`src/rtl/regfile_mp.sv`:
```
// regfile_mp: parametrised multi-read, dual-write register file with
// per-register busy scoreboard and a sequential clear engine.
//
// Ports:
//   clk, clrn          clock (rising edge), async active-high reset
//   ra / qa / rbusy    NR combinational read ports (address, data, busy bit)
//   we0/wa0/wd0        write port 0
//   we1/wa1/wd1        write port 1, wins over port 0 on an address clash
//   iss_en/iss_rd      issue strobe: marks iss_rd busy
//   sclr               starts the clear engine (one entry per cycle)
//   clr_busy           high while the clear engine runs
module regfile_mp #(
    parameter int DW       = 32,
    parameter int AW       = 5,
    parameter int NR       = 2,
    parameter int BYPASS   = 1,
    parameter int ZERO_REG = 1
) (
    input  logic             clk,
    input  logic             clrn,
    input  logic [NR*AW-1:0] ra,
    output logic [NR*DW-1:0] qa,
    output logic [NR-1:0]    rbusy,
    input  logic             we0,
    input  logic [AW-1:0]    wa0,
    input  logic [DW-1:0]    wd0,
    input  logic             we1,
    input  logic [AW-1:0]    wa1,
    input  logic [DW-1:0]    wd1,
    input  logic             iss_en,
    input  logic [AW-1:0]    iss_rd,
    input  logic             sclr,
    output logic             clr_busy
);

    localparam int DEPTH = 1 << AW;

    typedef enum logic {
        IDLE  = 1'b0,
        CLEAR = 1'b1
    } state_t;

    state_t                   state_q, state_d;
    logic [AW-1:0]            cnt_q, cnt_d;
    logic [DEPTH-1:0][DW-1:0] mem_q, mem_d;
    logic [DEPTH-1:0]         busy_q, busy_d;

    logic idle;
    logic w0_ok, w1_ok, iss_ok;

    // Register 0 is hard-wired when ZERO_REG is set.
    function automatic logic is_zr(input logic [AW-1:0] a);
        return (ZERO_REG != 0) && (a == '0);
    endfunction

    assign idle     = (state_q == IDLE);
    assign clr_busy = (state_q == CLEAR);

    // Qualified write/issue strobes: only in IDLE, never to a hard-wired r0.
    assign w0_ok  = idle && we0    && !is_zr(wa0);
    assign w1_ok  = idle && we1    && !is_zr(wa1);
    assign iss_ok = idle && iss_en && !is_zr(iss_rd);

    always_comb begin
        state_d = state_q;
        cnt_d   = cnt_q;
        mem_d   = mem_q;
        busy_d  = busy_q;
        case (state_q)
            IDLE: begin
                // Port 1 is applied last so it wins on an address clash.
                if (w0_ok) begin
                    mem_d[wa0]  = wd0;
                    busy_d[wa0] = 1'b0;
                end
                if (w1_ok) begin
                    mem_d[wa1]  = wd1;
                    busy_d[wa1] = 1'b0;
                end
                // Set after clear: a newly issued producer keeps the reg busy.
                if (iss_ok) busy_d[iss_rd] = 1'b1;
                if (sclr) begin
                    state_d = CLEAR;
                    cnt_d   = '0;
                end
            end
            CLEAR: begin
                mem_d[cnt_q]  = '0;
                busy_d[cnt_q] = 1'b0;
                cnt_d         = cnt_q + 1'b1;   // wraps to 0 after the last entry
                if (&cnt_q) state_d = IDLE;
            end
            default: state_d = IDLE;
        endcase
    end

    always_ff @(posedge clk or posedge clrn) begin
        if (clrn) begin
            state_q <= IDLE;
            cnt_q   <= '0;
            mem_q   <= '0;
            busy_q  <= '0;
        end else begin
            state_q <= state_d;
            cnt_q   <= cnt_d;
            mem_q   <= mem_d;
            busy_q  <= busy_d;
        end
    end

    // Read ports. Bypass uses the qualified strobes, so it is inherently
    // disabled during CLEAR and never forwards a dropped r0 write.
    for (genvar i = 0; i < NR; i++) begin : g_rd
        logic [AW-1:0] a;
        logic [DW-1:0] d;

        assign a = ra[i*AW +: AW];

        always_comb begin
            d = mem_q[a];
            if (BYPASS != 0) begin
                if (w1_ok && (wa1 == a))      d = wd1;
                else if (w0_ok && (wa0 == a)) d = wd0;
            end
            if (is_zr(a)) d = '0;
        end

        assign qa[i*DW +: DW] = d;
        // Registered busy only: a same-cycle write does not hide the hazard.
        assign rbusy[i]       = busy_q[a] & ~is_zr(a);
    end

endmodule

```
`config.mk`:
```
export PLATFORM = sky130hd
export DESIGN_NAME = regfile_mp
export DESIGN_NICKNAME = d
export VERILOG_FILES = /design/src/rtl/regfile_mp.sv
export SDC_FILE = /design/constraint.sdc
export NUM_CORES = 2
export LEC_CHECK = 0
export ABC_CLOCK_PERIOD_IN_PS = 41000
export BUFFER_PORTS_ARGS = -buffer_cell sky130_fd_sc_hd__buf_2
export CAP_MARGIN = 20
export CORE_MARGIN = 1
export CORE_UTILIZATION = 30
export DETAILED_ROUTE_END_ITERATION = 6
export PLACE_DENSITY_LB_ADDON = 0.08
export SYNTH_ARGS = -nofsm -noshare
export SYNTH_HDL_FRONTEND = slang
export SYNTH_SLANG_ARGS = --single-unit
```
`constraint.sdc`:
```
create_clock -name clk -period 41 [get_ports clk]
set_input_delay 0 -clock clk [delete_from_list [all_inputs] [get_ports clk]]
set_output_delay 0 -clock clk [all_outputs]
set_load 0.03 [all_outputs]
```
Word level (Yosys, flattened, before mapping) --
Index checks and enable logic that the tools add are counted.
Word-level totals: bits in registers 1062, input port bits 95, output and inout bits 67, logic and storage cells 133
Operators by class: $add $sub $neg 1, order comparisons 10, eq/ne operators 5, muxes and demuxes 45, bitwise operators 14, reductions and logical operators 23
Operators with widths (number):
- 2-to-1 mux 1024 bit | 3
- bitwise mux 1024 bit | 2
- case mux 1024 bit (2 select lines) | 1
- bitwise AND 1024 bit | 1
- inverter 1024 bit | 1
- 2-to-1 mux 32 bit | 16
- demux 32 bit (select 5 bit) | 3
- binary-select mux 32 bit (select 5 bit) | 2
- bitwise AND 32 bit | 3
- inverter 32 bit | 3
- case mux 32 bit (2 select lines) | 1
- less-than comparator 5 x 6 -> 1 bit, second input constant | 6
- bitwise OR 32 bit | 1
- zero test 5 bit | 5
- demux 1 bit (select 5 bit) | 4
- equality test 5 bit | 4
- greater-or-equal comparator 5 x 1 -> 1 bit, second input constant | 4
- logical AND 1 bit | 14
- binary-select mux 1 bit (select 5 bit) | 2
- case mux 5 bit (2 select lines) | 1
- 2-to-1 mux 1 bit | 8
- adder 5 x 1 -> 5 bit, second input constant | 1
- 2-to-1 mux 5 bit | 1
- AND reduction 5 bit | 1
- other kinds (5) | 10

Logic depth before layout (Yosys ltp) --
depth after elaboration 14, gate-level depth with buffers 10, depth with buffers taken out 7

Least setup slack after synthesis --
OpenSTA, ideal clock, no wires.
kind reg2out, start register state_q (netlist: clr_busy), end output port qa[15], arrival 2.639 ns, required time 41.000 ns, slack 38.361 ns, stages on the path, launching flop included 10, path buffers 4, cells stage by stage dfrtp_1 -> buf_2 -> nand2b_1 -> buf_2 -> a21oi_1 -> and4_1 -> buf_2 -> clkbuf_1 -> a221oi_1 -> nor3_1
Between the ends: cells in the longest elaborated chain, start to end 7, elaborated cells between the ends (all ways) 10, those cells by class mux: 3; bitwise: 1; reduce/logical: 6
RTL lines:
- start, declared | line 43 | state_t state_q, state_d;
- start signal, assigned | line 104 | state_q <= state_d;
- inverter 1 bit *
- logical AND 1 bit (2 in a row) | line 60 | assign w0_ok = idle && we0 && !is_zr(wa0);
- logical AND 1 bit | line 123 | else if (w0_ok && (wa0 == a)) d = wd0;
- 2-to-1 mux 32 bit | line 123
- 2-to-1 mux 32 bit * | line 122 | if (w1_ok && (wa1 == a)) d = wd1;
- 2-to-1 mux 32 bit * | line 125 | if (is_zr(a)) d = '0;
- end, declared | line 22 | output logic [NR*DW-1:0] qa,
Mark *: on every way between the ends. The rest lies on a longest branch, timed or not.

Worst setup path after layout --
start register state_q (netlist: clr_busy), end output port qa[47]
The elaborated chain is that of the path after synthesis.

==> flow_metrics.env <==
export IMPL_pwr_share_comb_pct=34.1
export IMPL_worst_clock_skew_ns=0.0242
export IMPL_mostFrequentLayoutCells="1061 x dfrtp_1, 888 x nand2_1, 872 x mux2i_1, 844 x o21ai_0, 646 x nor2_1"
export IMPL_crit_family="simple AND/OR/NAND/NOR gates"
export IMPL_synthAdderAreaFrac_pct=0.0809
export IMPL_dp_worst_setup_slack_ns=36.43
export IMPL_power_switching_mw=1.77
export IMPL_clock_fmax_ghz=0.193
export IMPL_timing_final_hold_violations=0
export IMPL_gp_congestion=0.910
export IMPL_start_util_pct=30.2
export IMPL_antenna_found_initial=39
export IMPL_powerDensity_mw_per_mm2=50.3
export IMPL_die_w_um=510
export IMPL_worst_path_max_fanout=46
export IMPL_dieArea_mm2=0.260
export IMPL_die_h_um=510
export IMPL_r2r_end="mem_q[996]$_DFF_PP0_"
export IMPL_numPortBuffers=161
export IMPL_power_mw=4.35
export IMPL_min_path_type="input pin to flop"
export IMPL_cts_resized_gates=0
export IMPL_pwr_share_clk_pct=30.5
export IMPL_totalWireLength_um=419000
export IMPL_final_cell_count_no_fill=11500
export IMPL_htreeDepth=4
export IMPL_clk_pin_slew_ns=0.06
export IMPL_fin_crit_ns=5.19
export IMPL_cts_num_sinks=1062
export IMPL_p_seq_share_pct=35.3
export IMPL_hpwl_um=249000
export IMPL_dpl_instance_area_mm2=0.0807
export IMPL_rr_startpoint="clr_busy$_DFF_PP0_"
export IMPL_path_class="flop to primary output"
export IMPL_max_clock_path_buffers=3
export IMPL_setup_tns_final_ns=0
export IMPL_area_growth_pct=12.0
export IMPL_syn_inst=8425
export IMPL_synth_xor_area_share_pct=0.238
export IMPL_yosys_area_top_type="dfrtp_1"
export IMPL_crit_chain="nand2b_1 > a21oi_1 > nand4_1 > nand2_1 > a211oi_1 > nor3_1 > buf_2"
export IMPL_synthFlopType="dfrtp_1"
export IMPL_synth_edf_count=0
export IMPL_drive_above_1_share_pct=15.0
export IMPL_row_count=186
export IMPL_cts_tree="done"
export IMPL_cp_depth=7
export IMPL_critPathCapture="qa[47]"
export IMPL_ys_warnings_count=0
export IMPL_grt_usage_pct=31.6
export IMPL_start_kind="flop"
export IMPL_peakVddDrop_uv=45.7
export IMPL_arrival_ns=5.19
export IMPL_p_sw_share_pct=40.7
export IMPL_synth_area_mm2=0.0773
export IMPL_grt_pass1_vias=69500
export IMPL_final_nets=8128
export IMPL_rsz0062_at_grt="no"
export IMPL_overflow=0
export IMPL_synth_compound_area_share_pct=22.6
export IMPL_postSynthAreaPerCell_um2=9.18
export IMPL_max_cap_viol_count=0
export IMPL_post_drt_wl_per_cell_um=36.3
export IMPL_synth_area_leaders="dfrtp_1 34%, mux4_2 13%, mux2i_1 11%"
export IMPL_worstSkewPairLatency_ns=0.85
export IMPL_seq_area_frac_synth_pct=34.4
export IMPL_cp_slowest_cell="nand2_1"
export IMPL_r2r_slack_ns=35.91
export IMPL_io_pins=162
export IMPL_p_leak_nw=39.2
export IMPL_ys_ff_latch=1062
export IMPL_synthesis_nets=8525
export IMPL_finalCritPeriodShare_pct=12.6
export IMPL_numCtsBuffers=147
export IMPL_vias=73600
export IMPL_drcViolationCount=3
export IMPL_grt_pass1_wl_um=583000
export IMPL_core_mm2=0.256
export IMPL_grt_max_degree=138
export IMPL_async_reset_ff_share_pct=100
export IMPL_muxShareOfSynthArea_pct=24.5
export IMPL_ant_nets=0
export IMPL_tightest_slew_ns=1.31
export IMPL_final_setup_worst_slack_ns=35.81
export IMPL_synth_top_area_share_pct=34.4
export IMPL_synth_cell_type_count=61
export IMPL_crit_required_ns=41.00
export IMPL_finalMaxSlewViolations=0
export IMPL_violations="DRC"
export IMPL_synth_simple_area_share_pct=12.2
export IMPL_status="finished with violations"
export IMPL_dp_cells=11200
export IMPL_finalSetupViolCount=0
export IMPL_reg2reg_depth=9
export IMPL_final_common_cell="dfrtp_1"
export IMPL_fin_hold_ws_ns=0.0699
export IMPL_post_route_util_pct=33.8
export IMPL_cp_end_kind="primary output"
export IMPL_power_internal_mw=2.58
export IMPL_viasPerCell=6.38
export IMPL_fin_area_mm2=0.0866
export IMPL_cp_startpoint="clr_busy$_DFF_PP0_"
export IMPL_drt_pass1_iterations=7
export IMPL_drt_iter0_drc=8743
export IMPL_critPathMaxStageDelay_ns=1.03
export IMPL_cp_num_buf_inv=1
export IMPL_synth_top_family_by_area="multiplexers"
export IMPL_ctsRootBufferMaster="clkbuf_16"
export IMPL_slew_limit_headroom_pct=12.3
[worst min-delay path: stages]
cell	delay (ns)
dlygate4sd3_1	0.51
buf_2	0.11
inv_1	0.08
mux2i_1	0.14
[kinds of logic (layout without fill, tap and decap cells)]
kind of cell / after synthesis / in the layout
mux: 1325 / 1325
xor+xnor: 21 / 21
compound gates: 2703 / 2703
buf+inv: 1104 / 817
simple gates: 2205 / 2205
fa+ha+maj: 5 / 5
other cells: 0 / 17
flops: 1062 / 1062
[synth_stat cells (188+ instances only)]
cell and count:
dfrtp_1 1062, nand2_1 925, mux2i_1 872, o21ai_0 847, clkbuf_1 774, nor2_1 655
mux4_2 453, a21oi_1 425, a21o_1 412, nand3_1 387, a211oi_1 267, a22o_1 197
buf_2 188
[power by group through the flow]
stage                     sequential, mW  clock (mW)  combinational, mW
final                               1.54        1.33               1.49
after global routing                1.57        1.38               1.58
after CTS                           1.53        1.35               1.46
after detailed placement            1.55           0               1.44
after global placement              1.53           0               1.42
after floorplan                     1.45           0              0.919
[layout make-up]
cell class                      count  area, um2
Antenna cell                       17       42.5
Sequential cell                  1062      26600
Clock buffer                      229       4510
Inverter                           40        165
Timing Repair Buffer              518       3900
Tap cell                         3384       4230
Multi-Input combinational cell   6259      46900
Fill cell                       26000     170000
Clock inverter                     30        288
[layer usage]
metal | part of all wire, % | GRT usage [%]
met1 | 42 | 42.3
met2 | 45 | 48.3
met3 | 9.1 | 7.66
met4 | 4.5 | 13.9
met5 | 0.040 | 0.439
[flip-flops by register name, indices dropped and copies added (netlist names)]
| register | flops |
|---|---|
| mem_q | 1024 |
| clr_busy | 1 |
| cnt_q | 5 |
| busy_q | 32 |
[worst min path at each step]
stage                  from                   end  slack (ns)  cells past startpoint
floorplan              sclr  cnt_q[1]$_DFFE_PP0P_        0.09                      1
global placement       clrn  mem_q[732]$_DFF_PP0_        0.20                      2
detailed placement     clrn  mem_q[732]$_DFF_PP0_        0.20                      2
CTS                 wd0[14]  mem_q[622]$_DFF_PP0_        0.03                      4
global route        wd0[14]  mem_q[622]$_DFF_PP0_        0.13                      4
finish                 sclr    clr_busy$_DFF_PP0_        0.07                      4
[timing repair]
| item | 4_1_cts | 5_1_grt |
|---|---|---|
| buffers inserted | 0 | 0 |
| hold buffers | 104 | 0 |
| endpoints found under the hold margin | 1007 | 0 |
Note: power is estimated with default switching activity, not from simulation.
